$ cat config.mk
export PLATFORM = sky130hd
export DESIGN_NAME = dmem_access_unit
export DESIGN_NICKNAME = d
export VERILOG_FILES = /design/src/rtl/dmem_access_unit.sv
export SDC_FILE = /design/constraint.sdc
export NUM_CORES = 1
export LEC_CHECK = 0
export CAP_MARGIN = 40
export CORE_MARGIN = 2
export CORE_UTILIZATION = 47
export CTS_CLUSTER_SIZE = 14
export DETAILED_ROUTE_END_ITERATION = 16
export PLACE_DENSITY = 0.83
export SYNTH_ARGS = -nofsm -noshare
export SYNTH_HDL_FRONTEND = slang
export SYNTH_SLANG_ARGS = --single-unit
$ cat constraint.sdc
create_clock -name clk -period 4.4 [get_ports clk]
set_clock_uncertainty 0.05 [all_clocks]
set_input_delay 0.88 -clock clk [delete_from_list [all_inputs] [get_ports clk]]
set_output_delay 0.88 -clock clk [all_outputs]
set_load 0.05 [all_outputs]
$ cat src/rtl/dmem_access_unit.sv
`default_nettype none
// ============================================================================
//  Module      : dmem_access_unit
//  Description : Executes decoded load/store/lui operations against a
//                word-wide data memory over a req/ack handshake. Performs
//                byte-lane steering, sign/zero extension and lui bypass.
//  Revision    : 1.0  initial release
// ============================================================================
module dmem_access_unit #(
    parameter int unsigned TIMEOUT = 255
) (
    input  logic        clk,
    input  logic        reset_n,
    input  logic        start,
    input  logic        mem_read,
    input  logic        mem_write,
    input  logic [1:0]  load_select,
    input  logic [1:0]  store_signal,
    input  logic        zero_or_sign,
    input  logic        lui_or_other,
    input  logic [31:0] addr,
    input  logic [31:0] wdata,
    input  logic [15:0] imm,
    output logic        busy,
    output logic        done,
    output logic [31:0] rdata,
    output logic        misalign_err,
    output logic        timeout_err,
    output logic        dmem_req,
    output logic        dmem_we,
    output logic [3:0]  dmem_be,
    output logic [31:0] dmem_addr,
    output logic [31:0] dmem_wdata,
    input  logic        dmem_ack,
    input  logic [31:0] dmem_rdata
);

    localparam logic [1:0] S_IDLE = 2'd0;
    localparam logic [1:0] S_REQ  = 2'd1;
    localparam logic [1:0] S_RESP = 2'd2;

    localparam logic [1:0] SZ_BYTE = 2'd0;
    localparam logic [1:0] SZ_HALF = 2'd1;
    localparam logic [1:0] SZ_WORD = 2'd2;

    // Counter is 8 bits wide; the limit is taken modulo that width.
    localparam logic [7:0] TIMEOUT_CNT = TIMEOUT[7:0];

    logic [1:0]  state_q, state_d;
    logic        busy_q, busy_d;
    logic [7:0]  cnt_q, cnt_d;
    logic        we_q, we_d;
    logic [3:0]  be_q, be_d;
    logic [29:0] waddr_q, waddr_d;
    logic [31:0] wdata_q, wdata_d;
    logic [1:0]  size_q, size_d;
    logic [1:0]  lane_q, lane_d;
    logic        sext_q, sext_d;
    logic [31:0] rdata_q, rdata_d;
    logic        merr_q, merr_d;
    logic        terr_q, terr_d;

    logic [1:0]  w_req_size;
    logic        w_misaligned;
    logic [3:0]  w_req_be;
    logic [31:0] w_req_wdata;
    logic [7:0]  w_lane_byte;
    logic [15:0] w_lane_half;
    logic [31:0] w_load_ext;

    // Decode access size, alignment and store lane steering from the live inputs
    always_comb begin : p_decode
        w_req_size  = SZ_WORD;
        w_req_be    = 4'b1111;
        w_req_wdata = wdata;
        if (mem_write) begin
            case (store_signal)
                2'b00:   w_req_size = SZ_BYTE;
                2'b01:   w_req_size = SZ_HALF;
                default: w_req_size = SZ_WORD;
            endcase
        end else begin
            case (load_select)
                2'b01:   w_req_size = SZ_BYTE;
                2'b10:   w_req_size = SZ_HALF;
                default: w_req_size = SZ_WORD;
            endcase
        end
        w_misaligned = ((w_req_size == SZ_HALF) && addr[0]) ||
                       ((w_req_size == SZ_WORD) && (addr[1:0] != 2'b00));
        // Loads always fetch the whole word; only stores narrow the lanes.
        if (mem_write) begin
            case (w_req_size)
                SZ_BYTE: begin
                    w_req_be    = 4'b0001 << addr[1:0];
                    w_req_wdata = {4{wdata[7:0]}};
                end
                SZ_HALF: begin
                    w_req_be    = addr[1] ? 4'b1100 : 4'b0011;
                    w_req_wdata = {2{wdata[15:0]}};
                end
                default: begin
                    w_req_be    = 4'b1111;
                    w_req_wdata = wdata;
                end
            endcase
        end
    end

    // Pick the addressed lane out of the returned word and extend it
    always_comb begin : p_extract
        case (lane_q)
            2'd0:    w_lane_byte = dmem_rdata[7:0];
            2'd1:    w_lane_byte = dmem_rdata[15:8];
            2'd2:    w_lane_byte = dmem_rdata[23:16];
            default: w_lane_byte = dmem_rdata[31:24];
        endcase
        w_lane_half = lane_q[1] ? dmem_rdata[31:16] : dmem_rdata[15:0];
        case (size_q)
            SZ_BYTE: w_load_ext = {{24{sext_q & w_lane_byte[7]}}, w_lane_byte};
            SZ_HALF: w_load_ext = {{16{sext_q & w_lane_half[15]}}, w_lane_half};
            default: w_load_ext = dmem_rdata;
        endcase
    end

    // Next-state logic: accept in IDLE, wait for ack or timeout in REQ, pulse in RESP
    always_comb begin : p_next
        state_d = state_q;
        busy_d  = busy_q;
        cnt_d   = cnt_q;
        we_d    = we_q;
        be_d    = be_q;
        waddr_d = waddr_q;
        wdata_d = wdata_q;
        size_d  = size_q;
        lane_d  = lane_q;
        sext_d  = sext_q;
        rdata_d = rdata_q;
        merr_d  = merr_q;
        terr_d  = terr_q;
        case (state_q)
            S_IDLE: begin
                if (start) begin
                    if (lui_or_other) begin
                        rdata_d = {imm, 16'h0000};
                        merr_d  = 1'b0;
                        terr_d  = 1'b0;
                        state_d = S_RESP;
                    end else if (mem_write || mem_read) begin
                        merr_d = w_misaligned;
                        terr_d = 1'b0;
                        if (w_misaligned) begin
                            state_d = S_RESP;
                        end else begin
                            state_d = S_REQ;
                            busy_d  = 1'b1;
                            cnt_d   = 8'd0;
                            we_d    = mem_write;
                            be_d    = w_req_be;
                            waddr_d = addr[31:2];
                            wdata_d = w_req_wdata;
                            size_d  = w_req_size;
                            lane_d  = addr[1:0];
                            sext_d  = zero_or_sign;
                        end
                    end
                end
            end
            S_REQ: begin
                if (dmem_ack) begin
                    if (!we_q) begin
                        rdata_d = w_load_ext;
                    end
                    state_d = S_RESP;
                    busy_d  = 1'b0;
                    cnt_d   = 8'd0;
                end else if ((cnt_q + 8'd1) == TIMEOUT_CNT) begin
                    terr_d  = 1'b1;
                    state_d = S_RESP;
                    busy_d  = 1'b0;
                    cnt_d   = 8'd0;
                end else begin
                    cnt_d = cnt_q + 8'd1;
                end
            end
            S_RESP: begin
                state_d = S_IDLE;
            end
            default: begin
                state_d = S_IDLE;
                busy_d  = 1'b0;
            end
        endcase
    end

    // State and request registers with synchronous active-low reset
    always_ff @(posedge clk) begin : p_regs
        if (!reset_n) begin
            state_q <= S_IDLE;
            busy_q  <= 1'b0;
            cnt_q   <= 8'd0;
            we_q    <= 1'b0;
            be_q    <= 4'b0000;
            waddr_q <= 30'd0;
            wdata_q <= 32'd0;
            size_q  <= SZ_BYTE;
            lane_q  <= 2'd0;
            sext_q  <= 1'b0;
            rdata_q <= 32'd0;
            merr_q  <= 1'b0;
            terr_q  <= 1'b0;
        end else begin
            state_q <= state_d;
            busy_q  <= busy_d;
            cnt_q   <= cnt_d;
            we_q    <= we_d;
            be_q    <= be_d;
            waddr_q <= waddr_d;
            wdata_q <= wdata_d;
            size_q  <= size_d;
            lane_q  <= lane_d;
            sext_q  <= sext_d;
            rdata_q <= rdata_d;
            merr_q  <= merr_d;
            terr_q  <= terr_d;
        end
    end

    // Memory-side outputs are quiet whenever no request is outstanding
    assign dmem_req     = (state_q == S_REQ);
    assign dmem_we      = dmem_req & we_q;
    assign dmem_be      = dmem_req ? be_q : 4'b0000;
    assign dmem_addr    = dmem_req ? {waddr_q, 2'b00} : 32'd0;
    assign dmem_wdata   = dmem_req ? wdata_q : 32'd0;

    assign busy         = busy_q;
    assign done         = (state_q == S_RESP);
    assign rdata        = rdata_q;
    assign misalign_err = merr_q;
    assign timeout_err  = terr_q;

endmodule
`default_nettype wire

==> results of run 1 <==
-- sequential cells by signal, summed over array words and instances (netlist names) --
name	flops
state_q	2
waddr_q	30
wdata_q	32
we_q	1
sext_q	1
timeout_err	1
lane_q	2
size_q	2
misalign_err	1
be_q	4
busy	1
cnt_q	8
rdata	32
-- worst max-delay path: cells and delay by family (launching register included) --
kind                   cells  cell delay, ns
buffers and inverters      3            1.42
flip-flops                 1            0.45
AND/OR/NAND/NOR            2            0.38
-- kinds of logic (layout without fill, tap and decap cells) --
| kind of cell | count (synthesis) | in the layout | synth area share |
|---|---|---|---|
| simple gates | 297 | 297 | 0.240 |
| compound gates | 229 | 229 | 0.247 |
| flops | 117 | 117 | 0.402 |
| buf+inv | 71 | 280 | 0.0565 |
| mux | 24 | 24 | 0.0447 |
| fa+ha+maj | 3 | 3 | 0.00645 |
| other cells | 1 | 2 | 0.000644 |
| xor+xnor | 1 | 1 | 0.00151 |
-- worst max path at each step --
stage,from,end,slack (ns)
2_1_floorplan,state_q[0],dmem_wdata[22],1.45
3_3_place_gp,load_select[0],size_q[1],1.09
3_5_place_dp,load_select[0],wdata_q[9],1.06
4_1_cts,state_q[0],dmem_wdata[5],0.75
5_1_grt,state_q[0],dmem_wdata[18],0.63
6_report,state_q[0],dmem_addr[27],0.77
-- routing by layer --
metal / track usage / vias to the layer above
met1: 0.326 / 2740
met5: 0 / -
met2: 0.444 / 261
met3: 0.0975 / 31
li1: - / 2962
met4: 0.0964 / 0
-- per-stage QoR --
stage | worst slack, ns | std cells
finish | 0.772 | 1121
CTS | 0.749 | 1121
floorplan | 1.45 | 744
global placement | 1.09 | 1092
global route | 0.626 | 1121
detailed placement | 1.06 | 1092
-- power by group through the flow --
stage / Sequential (mW) / Clock (mW) / Combinational [mW]
after floorplan: 1.18 / 0 / 0.200
after global placement: 1.15 / 0 / 0.431
after detailed placement: 1.15 / 0 / 0.433
after CTS: 1.13 / 1.34 / 0.437
after global routing: 1.13 / 1.39 / 0.472
final: 1.13 / 1.32 / 0.438
-- layout by cell type, fill, tap and decap left out, drive strengths merged, types with 5 or more instances in the layout --
master / instances
and2: 70
inv: 12
o211ai: 19
a211oi: 15
nand3: 6
dfxtp: 117
a22oi: 10
o21ai: 45
clkdlybuf4s50: 227
clkbuf: 24
a2111oi: 5
a221o: 6
a21o: 11
mux2i: 20
nor2b: 10
nand2: 150
buf: 12
a21oi: 96
nor2: 40
-- cell type report --
cell class,count,area share
Multi-Input combinational cell,556,0.362
Timing Repair Buffer,239,0.277
Sequential cell,117,0.269
Clock buffer,24,0.0553
Tap cell,168,0.0241
Clock inverter,5,0.00861
Inverter,12,0.00517
==> results.sh, run 1 <==
export IMPL_outcome="finished clean"
export IMPL_max_vdd_ir_drop_mv=0.210
export IMPL_gp_congestion=0.892
export IMPL_synth_async_reset_ratio=0
export IMPL_die_area_sq_um=13300
export IMPL_ys_seq_elements=117
export IMPL_multi_input_comb_area_sq_um=3150
export IMPL_synth_sequential_area_ratio=0.402
export IMPL_register_area_sq_um=2340
export IMPL_worst_r2r_setup_slack_ns=1.69
export IMPL_power_report_internal_total_mw=2.17
export IMPL_cts_htree_levels=4
export IMPL_flow_area_growth_from_synthesis_pct=49.8
export IMPL_insertedDiodeCount=0
export IMPL_global_route_overflow_total=0
export IMPL_maxCapViolations=0
export IMPL_category_of_the_critical_setup_timing_path="register to primary output"
export IMPL_synthCells=743
export IMPL_hold_ws_ns=0.395
export IMPL_total_leakage_power_nw=3.23
export IMPL_worst_pin_slew_ns=0.852
export IMPL_drv_slew=0
export IMPL_critical_path_slowest_cell="sky130_fd_sc_hd__clkdlybuf4s50_1"
export IMPL_io_pins=230
export IMPL_setup_tns_ns=0
export IMPL_ys_top_cells_by_count="sky130_fd_sc_hd__nand2_1, sky130_fd_sc_hd__dfxtp_1, sky130_fd_sc_hd__a21oi_1"
export IMPL_tritoncts_clock_tree="built"
export IMPL_netlist_area_leader_share=0.402
export IMPL_path_clk_slew_ns=0.05
export IMPL_timing_critical_path_cells="nand2_1, inv_2, buf_12, and2_1, clkdlybuf4s50_1"
export IMPL_synth_cell_types=62
export IMPL_floorplan_initialDensity=0.482
export IMPL_grt_first_pass_wirelength_um=28000
export IMPL_highest_layer="met4"
export IMPL_cp_max_fo=49
export IMPL_met2_length_um=8630
export IMPL_syn_cell_area_sq_um=5820
export IMPL_holdPathStages=2
export IMPL_clkLatencyLatePin_ns=0.42
export IMPL_critical_path_reg2reg_endpoint="rdata[4]"
export IMPL_ys_warnings_count=0
export IMPL_synth_edff_count=0
export IMPL_cts_max_path_buffers=2
export IMPL_hold_start="wdata_q[14]"
export IMPL_dominantRegCellSynth="sky130_fd_sc_hd__dfxtp_1"
export IMPL_fin_util=0.723
export IMPL_tritoncts_num_sinks=117
export IMPL_detailed_place_hpwl_um=12800
export IMPL_nets=1070
export IMPL_worst_endpoint_arrival_ns=2.70
export IMPL_routed_via_count=5994
export IMPL_post_cts_resize_count=0
export IMPL_rsz_0062_raised_after_global_routing="false"
export IMPL_synth_area_leader_cell="sky130_fd_sc_hd__dfxtp_1"
export IMPL_initialDrtViolationCount=432
export IMPL_final_design_area_no_fill_sq_um=8720
export IMPL_filler_cell_count=992
export IMPL_post_cts_buffers=0
export IMPL_share_clk_of_total_power=0.456
export IMPL_reg2reg_from="lane_q[1]"
export IMPL_slew_headroom=0.430
export IMPL_via_density_per_instance=5.35
export IMPL_final_min_period_over_clock_period=0.825
export IMPL_p_sw_mw=0.715
export IMPL_route_layer_met1_wl_um=7410
export IMPL_globalRouteTotalUtil=0.270
export IMPL_finalHoldViolCount=0
export IMPL_synth_avg_cell_area_sq_um=7.83
export IMPL_cts_root_buf="sky130_fd_sc_hd__clkbuf_16"
export IMPL_share_comb_of_total_power=0.152
export IMPL_worstRegToRegCells=5
export IMPL_die_w_um=115
export IMPL_dominant_cells_by_area_after_synthesis="sky130_fd_sc_hd__dfxtp_1, sky130_fd_sc_hd__nand2_1, sky130_fd_sc_hd__a21oi_1"
export IMPL_residual_antenna_violating_net_count_after_detailed_routing=0
export IMPL_cp_data_required_time_ns=3.47
export IMPL_dpl_instance_area_sq_um=8160
export IMPL_critical_path_startpoint_type="register"
export IMPL_synth_most_common_cell="sky130_fd_sc_hd__nand2_1"
export IMPL_grt_pass1_vias=5570
export IMPL_layout_drive_gt1_share=0.0567
export IMPL_pin_count_of_the_biggest_net_entering_global_routing=73
export IMPL_critical_path_max_stage_delay_ns=0.82
export IMPL_firstDrtPassIters=5
export IMPL_fmax_mhz=276
export IMPL_port_buffers=227
export IMPL_antenna_violations_before_repair=0
export IMPL_met3WireLength_um=1790
export IMPL_post_layout_total_power_mw=2.88
export IMPL_cts_buffers=17
export IMPL_timing_final_setup_violations=0
export IMPL_timing_hold_worst_class="register to register"
export IMPL_floorplan_rows=40
export IMPL_core_region_sq_um=12100
export IMPL_wl_per_cell_um=16.2
export IMPL_setup_worst_path_end_class="primary output"
export IMPL_power_switching_fraction=0.248
export IMPL_ctsHoldBuffers=0
export IMPL_whs_endpoint="wdata_q[14]"
export IMPL_route_detailed_drc=0
export IMPL_power_share_sequential=0.392
export IMPL_drt_total_wl_um=18200
export IMPL_power_density_nw_per_um2=331
export IMPL_floorplan_die_height_um=115
export IMPL_period_minus_slack_ns=3.63
Power figures use the tool's default switching activity.
==> inputs of run 2 (changes only) <==
--- a/config.mk
+++ b/config.mk
@@ -7,10 +7,10 @@
 export LEC_CHECK = 0
 export CAP_MARGIN = 40
 export CORE_MARGIN = 2
-export CORE_UTILIZATION = 47
+export CORE_UTILIZATION = 44
 export CTS_CLUSTER_SIZE = 14
 export DETAILED_ROUTE_END_ITERATION = 16
-export PLACE_DENSITY = 0.83
+export PLACE_DENSITY = 0.78
 export SYNTH_ARGS = -nofsm -noshare
 export SYNTH_HDL_FRONTEND = slang
 export SYNTH_SLANG_ARGS = --single-unit
==> constraint.sdc (replaced) <==
create_clock -name clk -period 3.5 [get_ports clk]
set_clock_uncertainty 0.05 [all_clocks]
set_input_delay 0.7 -clock clk [delete_from_list [all_inputs] [get_ports clk]]
set_output_delay 0.7 -clock clk [all_outputs]
set_load 0.05 [all_outputs]
==> results.sh, run 2 (same netlist as run 1, synthesis figures left out) <==
export IMPL_grt_pass1_vias=5514
export IMPL_cts_root_buf="sky130_fd_sc_hd__clkbuf_16"
export IMPL_max_vdd_ir_drop_mv=0.254
export IMPL_wl_per_cell_um=16.1
export IMPL_post_cts_resize_count=0
export IMPL_worst_pin_slew_ns=0.935
export IMPL_whs_endpoint="wdata_q[9]"
export IMPL_power_density_nw_per_um2=414
export IMPL_floorplan_rows=42
export IMPL_path_clk_slew_ns=0.05
export IMPL_antenna_violations_before_repair=0
export IMPL_outcome="finished clean"
export IMPL_global_route_overflow_total=0
export IMPL_detailed_place_hpwl_um=12900
export IMPL_holdPathStages=2
export IMPL_nets=1074
export IMPL_timing_hold_worst_class="register to register"
export IMPL_cts_htree_levels=4
export IMPL_slew_headroom=0.375
export IMPL_cp_data_required_time_ns=2.75
export IMPL_cts_buffers=17
export IMPL_post_layout_total_power_mw=3.53
export IMPL_flow_area_growth_from_synthesis_pct=46.7
export IMPL_pin_count_of_the_biggest_net_entering_global_routing=72
export IMPL_drt_total_wl_um=18200
export IMPL_insertedDiodeCount=0
export IMPL_commonest_non_fill_non_tap_cell_in_the_layout="sky130_fd_sc_hd__clkdlybuf4s50_1"
export IMPL_hold_start="wdata_q[9]"
export IMPL_core_region_sq_um=13100
export IMPL_residual_antenna_violating_net_count_after_detailed_routing=0
export IMPL_die_w_um=119
export IMPL_grt_first_pass_wirelength_um=28300
export IMPL_post_cts_buffers=0
export IMPL_clkLatencyLatePin_ns=0.42
export IMPL_fmax_mhz=329
export IMPL_fin_ws_ns=0.465
export IMPL_critical_path_reg2reg_endpoint="rdata[2]"
export IMPL_maxCapViolations=0
export IMPL_worstRegToRegCells=5
export IMPL_cts_max_path_buffers=2
export IMPL_pre_cts_ws_ns=0.232
export IMPL_finalHoldViolCount=0
export IMPL_route_detailed_drc=0
export IMPL_total_leakage_power_nw=3.37
export IMPL_reg2reg_from="lane_q[1]"
export IMPL_place_detailed_instances=1104
export IMPL_firstDrtPassIters=5
export IMPL_layout_drive_gt1_share=0.132
export IMPL_critical_path_startpoint_type="register"
export IMPL_layout_common_cells="sky130_fd_sc_hd__clkdlybuf4s50_1, sky130_fd_sc_hd__nand2_1, sky130_fd_sc_hd__dfxtp_1"
export IMPL_io_pins=230
export IMPL_floorplan_die_height_um=119
export IMPL_routed_via_count=5969
export IMPL_drv_slew=0
export IMPL_worst_endpoint_arrival_ns=2.29
export IMPL_setup_worst_path_end_class="primary output"
export IMPL_floorplan_initialDensity=0.445
export IMPL_via_density_per_instance=5.27
export IMPL_final_design_area_no_fill_sq_um=8540
export IMPL_timing_final_setup_violations=0
export IMPL_tritoncts_num_sinks=117
export IMPL_initialDrtViolationCount=422
export IMPL_dpl_instance_area_sq_um=8010
export IMPL_cp_max_fo=17
export IMPL_port_buffers=227
export IMPL_category_of_the_critical_setup_timing_path="register to primary output"
export IMPL_post_layout_nonfiller_instances=1133
export IMPL_worst_r2r_setup_slack_ns=1.15
export IMPL_die_area_sq_um=14200
export IMPL_ctsHoldBuffers=0
export IMPL_tritoncts_clock_tree="built"
export IMPL_globalRouteTotalUtil=0.252
export IMPL_setup_tns_ns=0
export IMPL_gp_congestion=0.852
export IMPL_rsz_0062_raised_after_global_routing="false"
export IMPL_final_min_period_over_clock_period=0.867
export IMPL_period_minus_slack_ns=3.04
run 2: changes by cell type in the layout (fill, tap and decap cells not counted):
cell,delta
sky130_fd_sc_hd__buf_4,+73
sky130_fd_sc_hd__clkbuf_8,+2
sky130_fd_sc_hd__clkinvlp_4,+1
sky130_fd_sc_hd__clkdlybuf4s50_1,-67
sky130_fd_sc_hd__clkbuf_1,-1
sky130_fd_sc_hd__buf_12,-2
sky130_fd_sc_hd__bufinv_16,-2
run 2: how the worst max path moves through the flow:
stage	from	to	slack, ns	depth (start not counted)
2_1_floorplan	state_q[0]	dmem_wdata[22]	0.73	5
6_report	state_q[0]	dmem_req	0.46	3
4_1_cts	state_q[0]	dmem_req	0.46	3
5_1_grt	state_q[0]	dmem_req	0.34	3
3_3_place_gp	load_select[0]	wdata_q[0]	0.32	10
3_5_place_dp	load_select[0]	waddr_q[1]	0.23	10
run 2: per-layer routing:
metal / GRT usage / wire length, um / vias up
li1: - / - / 2975
met1: 0.302 / 7650 / 2708
met2: 0.415 / 8520 / 262
met3: 0.0867 / 1650 / 24
met4: 0.0975 / 382 / 0
met5: 0 / 0 / -
run 2: worst max-delay path, cell delays in order (launching register included):
cell and delay [ns]:
sky130_fd_sc_hd__dfxtp_1 0.46, sky130_fd_sc_hd__nand2_1 0.25, sky130_fd_sc_hd__inv_2 0.30, sky130_fd_sc_hd__clkdlybuf4s50_1 0.86
run 2: final cells by class:
cell class                 instances  area [sq um]
fill                            1128          4550
sequential                       117          2340
tap                              176           220
clock inverter                     4          22.5
clock buffer                      25           505
timing repair buffer             243          2250
inverter                          12          45.0
multi-input combinational        556          3150
run 2: power by group:
| group | internal, mW | leakage (nW) | switching (mW) |
|---|---|---|---|
| combinational | 0.250 | 2.16 | 0.300 |
| sequential | 1.39 | 0.949 | 0.0304 |
| clock | 0.981 | 0.261 | 0.582 |
| total | 2.62 | 3.37 | 0.913 |
run 2: through the flow:
stage	util	hold WS, ns
2_1_floorplan	-	0.377
3_3_place_gp	0.611	0.384
3_5_place_dp	0.612	0.389
4_1_cts	0.652	0.395
5_1_grt	0.652	0.412
6_report	0.652	0.393
==> inputs of run 3 (changes only) <==
--- a/config.mk
+++ b/config.mk
@@ -10,7 +10,7 @@
 export CORE_UTILIZATION = 44
 export CTS_CLUSTER_SIZE = 14
 export DETAILED_ROUTE_END_ITERATION = 16
-export PLACE_DENSITY = 0.78
+export PLACE_DENSITY = 0.81
 export SYNTH_ARGS = -nofsm -noshare
 export SYNTH_HDL_FRONTEND = slang
 export SYNTH_SLANG_ARGS = --single-unit
==> constraint.sdc (replaced) <==
create_clock -name clk -period 3.5 [get_ports clk]
set_clock_uncertainty 0.05 [all_clocks]
set_input_delay 0.7 -clock clk [delete_from_list [all_inputs] [get_ports clk]]
set_output_delay 0.7 -clock clk [all_outputs]
set_load 0.01 [all_outputs]
==> results.sh, run 3 (same netlist as run 1, synthesis figures left out) <==
export IMPL_insertedDiodeCount=0
export IMPL_cts_htree_levels=4
export IMPL_antenna_violations_before_repair=0
export IMPL_tritoncts_clock_tree="built"
export IMPL_whs_endpoint="rdata[31]"
export IMPL_worst_endpoint_arrival_ns=2.46
export IMPL_die_w_um=119
export IMPL_residual_antenna_violating_net_count_after_detailed_routing=0
export IMPL_detailed_place_hpwl_um=13400
export IMPL_cts_max_path_buffers=2
export IMPL_ctsHoldBuffers=0
export IMPL_cts_buffers=17
export IMPL_grt_pass1_vias=5763
export IMPL_max_vdd_ir_drop_mv=0.298
export IMPL_routed_via_count=6084
export IMPL_floorplan_die_height_um=119
export IMPL_holdPathStages=2
export IMPL_hold_start="rdata[31]"
export IMPL_post_cts_buffers=0
export IMPL_route_detailed_drc=0
export IMPL_critical_path_reg2reg_endpoint="cnt_q[7]"
export IMPL_finalHoldViolCount=0
export IMPL_worstRegToRegCells=7
export IMPL_port_buffers=227
export IMPL_power_density_nw_per_um2=407
export IMPL_post_cts_resize_count=0
export IMPL_globalRouteMet3Util=0.0924
export IMPL_initialDrtViolationCount=398
export IMPL_slew_headroom=0.449
export IMPL_timing_final_setup_violations=0
export IMPL_timing_hold_worst_class="register to register"
export IMPL_floorplan_initialDensity=0.445
export IMPL_core_region_sq_um=13100
export IMPL_path_clk_slew_ns=0.05
export IMPL_floorplan_rows=42
export IMPL_globalRouteTotalUtil=0.261
export IMPL_category_of_the_critical_setup_timing_path="register to primary output"
export IMPL_wl_per_cell_um=16.5
export IMPL_firstDrtPassIters=5
export IMPL_clkLatencyLatePin_ns=0.42
export IMPL_nets=1075
export IMPL_cp_max_fo=43
export IMPL_critical_path_startpoint_type="register"
export IMPL_drt_total_wl_um=18700
export IMPL_setup_tns_ns=0
export IMPL_pre_cts_ws_ns=0.412
export IMPL_register_area_sq_um=2340
export IMPL_gp_congestion=0.870
export IMPL_fmax_mhz=311
export IMPL_worst_r2r_setup_slack_ns=1.19
export IMPL_layout_common_cells="sky130_fd_sc_hd__clkdlybuf4s50_1, sky130_fd_sc_hd__nand2_1, sky130_fd_sc_hd__dfxtp_1"
export IMPL_multi_input_comb_area_sq_um=3150
export IMPL_commonest_non_fill_non_tap_cell_in_the_layout="sky130_fd_sc_hd__clkdlybuf4s50_1"
export IMPL_die_area_sq_um=14200
export IMPL_maxCapViolations=0
export IMPL_cts_root_buf="sky130_fd_sc_hd__clkbuf_16"
export IMPL_setup_worst_path_end_class="primary output"
export IMPL_global_route_usage_met2=0.441
export IMPL_via_density_per_instance=5.35
export IMPL_filler_cell_count=1085
export IMPL_total_leakage_power_nw=3.26
export IMPL_tritoncts_num_sinks=117
export IMPL_flow_area_growth_from_synthesis_pct=50.7
export IMPL_grt_busiest_layer="met2"
export IMPL_crit_path_start="state_q[0]"
export IMPL_period_minus_slack_ns=3.21
export IMPL_layout_drive_gt1_share=0.0687
export IMPL_grt_first_pass_wirelength_um=29300
export IMPL_rsz_0062_raised_after_global_routing="false"
export IMPL_reg2reg_from="cnt_q[1]"
export IMPL_cp_data_required_time_ns=2.75
export IMPL_drv_slew=0
export IMPL_io_pins=230
export IMPL_pin_count_of_the_biggest_net_entering_global_routing=81
export IMPL_met1_usage=0.299
export IMPL_worst_pin_slew_ns=0.823
export IMPL_fin_ws_ns=0.289
export IMPL_outcome="finished clean"
export IMPL_global_route_overflow_total=0
export IMPL_final_min_period_over_clock_period=0.917
-- run 3: changes by cell type in the layout (fill, tap and decap cells not counted), sizes merged --
cell,delta
bufinv,+1
clkdlybuf4s50,+67
buf,-66
clkbuf,-5
clkinvlp,+1
clkinv,+6
-- run 3: layout make-up --
cell class / count / share of cell area
multi-input cells: 556 / 0.359
repair buffers: 244 / 0.278
flip-flops and latches: 117 / 0.267
clock buffers: 20 / 0.0532
well taps: 176 / 0.0251
clock inverters: 12 / 0.0120
inverters: 12 / 0.00514
-- run 3: metal layers --
layer	wire (um)	vias up
li1	-	2974
met1	7470	2805
met2	9030	266
met3	1710	39
met4	497	0
met5	0	-
-- run 3: worst max path at each step --
stage / to / slack (ns) / depth (start not counted)
floorplan: lane_q[1] / 1.10 / 10
global placement: wdata_q[4] / 0.46 / 10
detailed placement: wdata_q[27] / 0.41 / 10
CTS: dmem_addr[15] / 0.29 / 5
global route: dmem_addr[15] / 0.15 / 5
finish: dmem_addr[15] / 0.29 / 5
-- run 3: power by group --
group          switching, mW  internal [mW]  leakage (nW)
Combinational          0.240          0.254          2.03
Clock                  0.624           1.03         0.282
Sequential            0.0330           1.39         0.949
-- run 3: critical path: stages (launching register included) --
cell	delay (ns)
sky130_fd_sc_hd__dfxtp_1	0.46
sky130_fd_sc_hd__nand2_1	0.27
sky130_fd_sc_hd__inv_2	0.35
sky130_fd_sc_hd__buf_12	0.23
sky130_fd_sc_hd__and2_1	0.16
sky130_fd_sc_hd__clkdlybuf4s50_1	0.56
-- run 3: per-stage QoR --
stage,hold slack (ns),power (mW),cells,util,area [sq um]
CTS,0.397,3.59,1137,0.670,8770
detailed placement,0.390,1.94,1105,0.626,8200
global placement,0.383,1.93,1104,0.626,8190
global route,0.414,3.71,1137,0.670,8770
floorplan,0.377,1.68,744,-,5820
finish,0.396,3.56,1137,0.670,8770
